<file path="config.mk">
export PLATFORM = sky130hd
export DESIGN_NAME = io_uart_tx_port_flat
export DESIGN_NICKNAME = d
export VERILOG_FILES = /design/src/rtl/io_uart_tx_port_pkg.sv /design/src/rtl/io_uart_tx_port_if.sv /design/src/rtl/io_uart_tx_port_fifo.sv /design/src/rtl/io_uart_tx_port.sv /design/src/flat_wrapper.sv
export SDC_FILE = /design/constraint.sdc
export NUM_CORES = 1
export LEC_CHECK = 0
export CAP_MARGIN = 20
export CORE_UTILIZATION = 40
export DETAILED_ROUTE_END_ITERATION = 8
export PLACE_DENSITY = 0.68
export SYNTH_ARGS = -nofsm -noshare
export SYNTH_HDL_FRONTEND = slang
export SYNTH_SLANG_ARGS = --single-unit
</file>
<file path="constraint.sdc">
create_clock -name clk -period 2 [get_ports clk]
set_input_delay 0.5 -clock clk [delete_from_list [all_inputs] [get_ports clk]]
set_output_delay 0.5 -clock clk [all_outputs]
set_load 0.03 [all_outputs]
</file>
<file path="src/rtl/io_uart_tx_port_pkg.sv">
// Shared register map, STATUS bit layout and serialiser state encoding
// for the IO-bus UART transmitter.
package io_uart_pkg;

    // Register select, taken from io_address[3:2]
    localparam logic [1:0] REG_DATA   = 2'd0;
    localparam logic [1:0] REG_STATUS = 2'd1;
    localparam logic [1:0] REG_BAUD   = 2'd2;
    localparam logic [1:0] REG_RSVD   = 2'd3;

    // STATUS register bit positions
    localparam int ST_BUSY    = 0;
    localparam int ST_FULL    = 1;
    localparam int ST_EMPTY   = 2;
    localparam int ST_OVF     = 3;
    localparam int ST_CNT_LSB = 4;
    localparam int ST_CNT_W   = 4;

    typedef enum logic [1:0] {
        S_IDLE  = 2'd0,
        S_START = 2'd1,
        S_DATA  = 2'd2,
        S_STOP  = 2'd3
    } tx_state_e;

endpackage

</file>
<file path="src/rtl/io_uart_tx_port_if.sv">
// Processor IO bus as seen by one responder. The core is the master;
// io_read_value and io_hit come back from the responder combinationally.
interface io_uart_tx_port_if;
    logic [31:0] io_address;
    logic [31:0] io_write_value;
    logic [31:0] io_read_value;
    logic        io_write_en;
    logic        io_read_en;
    logic        io_hit;

    modport master (
        output io_address, io_write_value, io_write_en, io_read_en,
        input  io_read_value, io_hit
    );

    modport slave (
        input  io_address, io_write_value, io_write_en, io_read_en,
        output io_read_value, io_hit
    );
endinterface

</file>
<file path="src/rtl/io_uart_tx_port_fifo.sv">
// Small synchronous FIFO. A push while full is dropped even if a pop
// happens on the same edge, so the caller can flag it as an overflow.
module io_fifo #(
    parameter int WIDTH = 8,
    parameter int DEPTH = 4
) (
    input  logic                     clk,
    input  logic                     rst_n,
    input  logic                     push,
    input  logic                     pop,
    input  logic [WIDTH-1:0]         wdata,
    output logic [WIDTH-1:0]         rdata,
    output logic                     full,
    output logic                     empty,
    output logic [$clog2(DEPTH):0]   count
);
    localparam int AW = $clog2(DEPTH);
    localparam logic [AW:0]   CNT_ONE  = 1;
    localparam logic [AW:0]   CNT_FULL = (AW+1)'(DEPTH);
    localparam logic [AW-1:0] PTR_ONE  = 1;

    logic [WIDTH-1:0] mem_q [DEPTH];
    logic [WIDTH-1:0] mem_d [DEPTH];
    logic [AW-1:0]    wr_ptr_q, wr_ptr_d, rd_ptr_q, rd_ptr_d;
    logic [AW:0]      count_q, count_d;
    logic             push_ok, pop_ok;

    assign full    = (count_q == CNT_FULL);
    assign empty   = (count_q == '0);
    assign count   = count_q;
    assign rdata   = mem_q[rd_ptr_q];
    assign push_ok = push && !full;
    assign pop_ok  = pop && !empty;

    // Next storage, pointers and occupancy; pointers wrap naturally (power-of-2 depth)
    always_comb begin
        mem_d    = mem_q;
        wr_ptr_d = wr_ptr_q;
        rd_ptr_d = rd_ptr_q;
        count_d  = count_q;
        if (push_ok) begin
            mem_d[wr_ptr_q] = wdata;
            wr_ptr_d        = wr_ptr_q + PTR_ONE;
        end
        if (pop_ok) begin
            rd_ptr_d = rd_ptr_q + PTR_ONE;
        end
        if (push_ok && !pop_ok) begin
            count_d = count_q + CNT_ONE;
        end else if (pop_ok && !push_ok) begin
            count_d = count_q - CNT_ONE;
        end
    end

    // FIFO state registers
    always_ff @(posedge clk or negedge rst_n) begin
        if (!rst_n) begin
            for (int i = 0; i < DEPTH; i++) begin
                mem_q[i] <= '0;
            end
            wr_ptr_q <= '0;
            rd_ptr_q <= '0;
            count_q  <= '0;
        end else begin
            mem_q    <= mem_d;
            wr_ptr_q <= wr_ptr_d;
            rd_ptr_q <= rd_ptr_d;
            count_q  <= count_d;
        end
    end

endmodule

</file>
<file path="src/rtl/io_uart_tx_port.sv">
// IO-bus UART transmitter: register decode, TX FIFO and 8N1 serialiser.
//
//   state   | meaning
//   --------+-------------------------------------------------------
//   S_IDLE  | line high; pops the next byte as soon as FIFO non-empty
//   S_START | start bit (line low) for BAUD_DIV+1 clocks
//   S_DATA  | data bits LSB first, bit_idx 0..7, BAUD_DIV+1 clocks each
//   S_STOP  | stop bit (line high) for BAUD_DIV+1 clocks
module io_uart_tx_port
    import io_uart_pkg::*;
#(
    parameter logic [31:0] BASE_ADDR   = 32'h0000_1000,
    parameter int          DEPTH       = 4,
    parameter logic [15:0] DEFAULT_DIV = 16'd433
) (
    input  logic              clk,
    input  logic              rst_n,
    io_uart_tx_port_if.slave  bus,
    output logic              uart_tx,
    output logic              tx_empty_irq
);
    localparam int CW = $clog2(DEPTH) + 1;

    logic [1:0]    reg_sel;
    logic          wr_hit, data_push, bit_done;
    logic          fifo_pop, fifo_full, fifo_empty;
    logic [7:0]    fifo_rdata;
    logic [CW-1:0] fifo_count;
    logic [31:0]   rdata;
    logic          unused_bits;

    tx_state_e     state_q, state_d;
    logic [15:0]   baud_q, baud_d, bit_cnt_q, bit_cnt_d;
    logic [2:0]    bit_idx_q, bit_idx_d;
    logic [7:0]    shift_q, shift_d;
    logic          tx_q, tx_d, ovf_q, ovf_d;

    assign bus.io_hit   = (bus.io_address[31:4] == BASE_ADDR[31:4]);
    assign reg_sel      = bus.io_address[3:2];
    assign wr_hit       = bus.io_write_en && bus.io_hit;
    assign data_push    = wr_hit && (reg_sel == REG_DATA);
    assign bit_done     = (bit_cnt_q == '0);
    assign uart_tx      = tx_q;
    assign tx_empty_irq = fifo_empty && (state_q == S_IDLE);
    assign unused_bits  = ^{bus.io_write_value[31:16], bus.io_address[1:0]};

    io_fifo #(.WIDTH(8), .DEPTH(DEPTH)) u_fifo (
        .clk   (clk),
        .rst_n (rst_n),
        .push  (data_push),
        .pop   (fifo_pop),
        .wdata (bus.io_write_value[7:0]),
        .rdata (fifo_rdata),
        .full  (fifo_full),
        .empty (fifo_empty),
        .count (fifo_count)
    );

    // Zero-latency read mux; unselected or missed reads return zero
    always_comb begin
        rdata = '0;
        if (bus.io_read_en && bus.io_hit) begin
            case (reg_sel)
                REG_STATUS: begin
                    rdata[ST_BUSY]  = (state_q != S_IDLE);
                    rdata[ST_FULL]  = fifo_full;
                    rdata[ST_EMPTY] = fifo_empty;
                    rdata[ST_OVF]   = ovf_q;
                    rdata[ST_CNT_LSB +: ST_CNT_W] = ST_CNT_W'(fifo_count);
                end
                REG_BAUD: rdata[15:0] = baud_q;
                default:  rdata = '0;
            endcase
        end
    end
    assign bus.io_read_value = rdata;

    // Register writes: sticky overflow on dropped push, W1C clear, divisor update
    always_comb begin
        ovf_d  = ovf_q;
        baud_d = baud_q;
        if (wr_hit) begin
            case (reg_sel)
                REG_DATA:   if (fifo_full) ovf_d = 1'b1;
                REG_STATUS: if (bus.io_write_value[ST_OVF]) ovf_d = 1'b0;
                REG_BAUD:   baud_d = bus.io_write_value[15:0];
                default:    ovf_d = ovf_q;
            endcase
        end
    end

    // Serialiser next state; each bit reloads the divisor so a new value lands on the next boundary
    always_comb begin
        state_d   = state_q;
        bit_cnt_d = bit_cnt_q;
        bit_idx_d = bit_idx_q;
        shift_d   = shift_q;
        tx_d      = tx_q;
        fifo_pop  = 1'b0;
        case (state_q)
            S_IDLE: begin
                tx_d = 1'b1;
                if (!fifo_empty) begin
                    fifo_pop  = 1'b1;
                    shift_d   = fifo_rdata;
                    bit_cnt_d = baud_q;
                    tx_d      = 1'b0;
                    state_d   = S_START;
                end
            end
            S_START: begin
                if (bit_done) begin
                    bit_cnt_d = baud_q;
                    bit_idx_d = '0;
                    tx_d      = shift_q[0];
                    shift_d   = {1'b0, shift_q[7:1]};
                    state_d   = S_DATA;
                end else begin
                    bit_cnt_d = bit_cnt_q - 16'd1;
                end
            end
            S_DATA: begin
                if (bit_done) begin
                    bit_cnt_d = baud_q;
                    if (bit_idx_q == 3'd7) begin
                        tx_d    = 1'b1;
                        state_d = S_STOP;
                    end else begin
                        bit_idx_d = bit_idx_q + 3'd1;
                        tx_d      = shift_q[0];
                        shift_d   = {1'b0, shift_q[7:1]};
                    end
                end else begin
                    bit_cnt_d = bit_cnt_q - 16'd1;
                end
            end
            S_STOP: begin
                if (bit_done) begin
                    tx_d    = 1'b1;
                    state_d = S_IDLE;
                end else begin
                    bit_cnt_d = bit_cnt_q - 16'd1;
                end
            end
            default: begin
                tx_d    = 1'b1;
                state_d = S_IDLE;
            end
        endcase
    end

    // Control and datapath registers; line forced high by reset
    always_ff @(posedge clk or negedge rst_n) begin
        if (!rst_n) begin
            state_q   <= S_IDLE;
            baud_q    <= DEFAULT_DIV;
            bit_cnt_q <= '0;
            bit_idx_q <= '0;
            shift_q   <= '0;
            tx_q      <= 1'b1;
            ovf_q     <= 1'b0;
        end else begin
            state_q   <= state_d;
            baud_q    <= baud_d;
            bit_cnt_q <= bit_cnt_d;
            bit_idx_q <= bit_idx_d;
            shift_q   <= shift_d;
            tx_q      <= tx_d;
            ovf_q     <= ovf_d;
        end
    end

endmodule

</file>
<file path="src/flat_wrapper.sv">
// flat-port wrapper written by rule: the top's interface ports become plain ports
module io_uart_tx_port_flat import io_uart_pkg::*;
#(
    parameter logic [31:0] BASE_ADDR   = 32'h0000_1000,
    parameter int          DEPTH       = 4,
    parameter logic [15:0] DEFAULT_DIV = 16'd433
)
  (clk, rst_n, uart_tx, tx_empty_irq, bus_io_address, bus_io_write_value, bus_io_write_en, bus_io_read_en, bus_io_read_value, bus_io_hit);
  io_uart_tx_port_if bus_i ();
  input  logic clk;
  input  logic rst_n;
  output logic uart_tx;
  output logic tx_empty_irq;
  input wire logic [$bits(bus_i.io_address)-1:0] bus_io_address;
  input wire logic [$bits(bus_i.io_write_value)-1:0] bus_io_write_value;
  input wire logic [$bits(bus_i.io_write_en)-1:0] bus_io_write_en;
  input wire logic [$bits(bus_i.io_read_en)-1:0] bus_io_read_en;
  output wire logic [$bits(bus_i.io_read_value)-1:0] bus_io_read_value;
  output wire logic [$bits(bus_i.io_hit)-1:0] bus_io_hit;
  assign bus_i.io_address = bus_io_address;
  assign bus_i.io_write_value = bus_io_write_value;
  assign bus_i.io_write_en = bus_io_write_en;
  assign bus_i.io_read_en = bus_io_read_en;
  assign bus_io_read_value = bus_i.io_read_value;
  assign bus_io_hit = bus_i.io_hit;
  io_uart_tx_port #(.BASE_ADDR(BASE_ADDR), .DEPTH(DEPTH), .DEFAULT_DIV(DEFAULT_DIV)) u_core (.clk(clk), .rst_n(rst_n), .bus(bus_i), .uart_tx(uart_tx), .tx_empty_irq(tx_empty_irq));
endmodule
</file>
==> flow_metrics.tcl, run 1 <==
set metrics [dict create \
    worstSetupEndpoint "bus_io_read_value[13]" \
    failed_checks "DRC, setup timing" \
    drt_first_pass_iters 8 \
    synth-seq-cells 86 \
    clk_pin_slew_ns 0.08 \
    critPathCaptureType "output pin" \
    clkLatencyLatePin_ns 0.35 \
    synth_seq_area_share 0.446 \
    path_max_fanout 4 \
    vias 4097 \
    arrival_ns 1.84 \
    power_frac_seq 0.373 \
    slew_headroom 0.565 \
    tightest_slew_ns 0.648 \
    slowest_delay_ns 0.25 \
    grt_pass1_wl_mm 20.8 \
    viasPerCell 5.62 \
    p_sw_frac 0.321 \
    synth_warnings 0 \
    slowest_stage "nor4_4" \
    fin_crit_sh 1.17 \
    final_antenna_net_count 0 \
    leakagePower_nw 3.47 \
    die_h_um 112 \
    p_comb_frac 0.282 \
    finalHoldViolCount 0 \
    rrSetupSlack_ns -0.20 \
    cts_num_sinks 86 \
    port_buffers 68 \
    rsz0062_at_grt "yes" \
    syn_inst 425 \
    fin_ws_ns -0.337 \
    cts-buffers-inserted 9 \
    setup_viol_count_final 42 \
    final_common_cell "dfrtp_1" \
    p_int_w 0.00337 \
    nets 666 \
    diodes 0 \
    final_cell_mix "dfrtp_1, buf_4, buf_6" \
    synth_area_per_cell_um2 11.4 \
    max-clock-path-buffers 2 \
    cpMostUsedCell "buf_6" \
    ctsRootBufferMaster "clkbuf_16" \
    fin_setup_tns_ns -6.94 \
    required_ns 1.50 \
    hpwl_mm 8.81 \
    slew_violations 0 \
    drt-total-wl_mm 13.2 \
    drtIter0Drc 195 \
    cts-hold-fix-buffers 0 \
    post-place-cells 691 \
    wire_per_inst_um 18.2 \
    route.detailed.drc 4 \
    synth-edff-count 0 \
    fp-row-count 39 \
    p_sw_w 0.00159 \
    grt_overflow 0 \
    max_freq_ghz 0.428 \
    cp_cell_sequence "buf_6, nor4_4, nand4_1, nor2_4, buf_6, and3_4, and2_4, buf_6" \
    critPathKind "in -> out" \
    syn2layout_area_growth_pct 52.7 \
    antenna_found_initial 0 \
    ioPinCount 103 \
    finalClockSkew_ns 0.00894 \
    startpoint "bus_io_address[29]" \
    drive_gt1_frac 0.558 \
    whs_ns 0.0498 \
    place_congestion 0.862 \
    grtUsageTotal 0.210 \
    die-area_mm2 0.0125 \
    first_global_vias 4206 \
    fin_cells 729 \
    ir_drop_uv 441 \
    htree_levels 3 \
    async_flop_share 1.00 \
    syn_area_mm2 0.00484 \
    start_kind "input port" \
    reg2reg_depth 9 \
    grt_max_degree 48 \
    drv_cap 0 \
    start_util 0.417 \
    min_period_ns 2.34 \
    die_w_um 112 \
    timing.rr.end "u_core.bit_cnt_q[6]" \
    hold_path.class "in -> async" \
    r2r-start "u_core.bit_cnt_q[1]" \
    status "finished, violations left" \
    synth.distinct_cells 66 \
    p_clk_frac 0.344 \
    place_ws_ns -0.902 \
    coreArea_mm2 0.0116 \
    ys.flop_type "dfrtp_1" \
    power_density_mw_per_mm2 671 \
    cts_tree "built" \
]
kinds of logic after synthesis:
kind of cell / synth area share
XOR/XNOR: 0.0109
AND/OR/NAND/NOR: 0.132
buffers and inverters: 0.0651
adder cells (fa/ha/maj): 0.0455
multiplexers: 0.175
AO/OA/AOI/OAI: 0.125
other: 0.000774
flip-flops: 0.446
timing repair:
item	4_1_cts	5_1_grt
gates resized for setup	182	69
setup endpoints to repair	86	97
buffers inserted	13	8
cloned	2	2
pin swaps	36	25
Yosys cell counts, types with 6 or more instances:
master | number | area (um^2)
a21oi_1 | 16 | 80.1
a22oi_1 | 11 | 82.6
a31oi_1 | 10 | 62.6
a32oi_1 | 6 | 52.6
and2_1 | 10 | 62.6
buf_4 | 18 | 135
clkbuf_1 | 6 | 22.5
dfrtp_1 | 80 | 2000
dfstp_2 | 6 | 158
ha_1 | 16 | 200
inv_1 | 17 | 63.8
mux2_2 | 50 | 563
mux2i_1 | 8 | 80.1
mux4_2 | 8 | 180
nand2_1 | 26 | 97.6
nand3_1 | 6 | 30.0
nor2_1 | 26 | 97.6
nor3_1 | 10 | 50.1
nor4_1 | 8 | 50.1
o21ai_0 | 6 | 30.0
layer usage:
layer	track usage	routed length, um
met3	0.0443	703
met1	0.276	5660
met4	0.0516	215
met2	0.355	6670
met5	0	0
worst max-delay path, delay by kind of cell:
| family | cells | cell delay [ns] |
|---|---|---|
| and+or+nand+nor | 5 | 1.00 |
| buffers and inverters | 3 | 0.33 |
through the flow:
step                 util  total power (W)  area (um^2)
floorplan               -          0.00252         5180
global placement    0.547          0.00292         6350
detailed placement  0.547          0.00296         6350
CTS                 0.605          0.00472         7030
global route        0.637          0.00515         7390
finish              0.637          0.00496         7390
state kept, by name, summed over array words and instances, names as in the netlist:
name	count
u_core.u_fifo.mem_q	32
u_core.baud_q	16
u_core.bit_cnt_q	16
u_core.shift_q	8
u_core.bit_idx_q	3
u_core.u_fifo.count	3
u_core.state_q	2
u_core.u_fifo.rd_ptr_q	2
u_core.u_fifo.wr_ptr_q	2
u_core.ovf_q	1
u_core.uart_tx	1
worst min path at each step:
| stage | end | slack [ns] | start |
|---|---|---|---|
| 3_3_place_gp | u_core.baud_q[15] | 0.42 | rst_n |
| 3_5_place_dp | u_core.baud_q[15] | 0.42 | rst_n |
| 2_1_floorplan | u_core.baud_q[10] | 0.20 | rst_n |
| 6_report | u_core.bit_cnt_q[5] | 0.05 | rst_n |
| 5_1_grt | u_core.bit_cnt_q[5] | 0.06 | rst_n |
| 4_1_cts | u_core.bit_cnt_q[5] | 0.06 | rst_n |
final cells by class:
class                   instances  area (um^2)
clock buffers                   9          225
flip-flops and latches         86         2160
well taps                     143          179
multi-input cells             301         3160
inverters                      18         68.8
fillers                       855         4220
repair buffers                165         1520
clock inverters                 7         80.1
power groups by stage:
stage	sequential (W)	clock, W	combinational [W]
after floorplan	0.00186	0	0.000654
after global placement	0.00188	0	0.00105
after detailed placement	0.00188	0	0.00108
after CTS	0.00185	0.00172	0.00116
after global routing	0.00186	0.00179	0.00150
final	0.00185	0.00171	0.00140
Note: power is estimated with default switching activity, not from simulation.
==> run 2, diff against run 1 <==
--- a/config.mk
+++ b/config.mk
@@ -7,6 +7,7 @@
 export LEC_CHECK = 0
 export CAP_MARGIN = 20
 export CORE_UTILIZATION = 40
+export CTS_CLUSTER_SIZE = 16
 export DETAILED_ROUTE_END_ITERATION = 8
 export PLACE_DENSITY = 0.68
 export SYNTH_ARGS = -nofsm -noshare
==> results of run 2 <==
No change in the layout: final DEF, timing and power equal those of run 1.
==> run 3, diff against run 2 <==
--- a/config.mk
+++ b/config.mk
@@ -9,6 +9,7 @@
 export CORE_UTILIZATION = 40
 export CTS_CLUSTER_SIZE = 16
 export DETAILED_ROUTE_END_ITERATION = 8
+export GPL_ROUTABILITY_DRIVEN = 0
 export PLACE_DENSITY = 0.68
 export SYNTH_ARGS = -nofsm -noshare
 export SYNTH_HDL_FRONTEND = slang
==> results of run 3 <==
No change in the layout: final DEF, timing and power equal those of run 1.
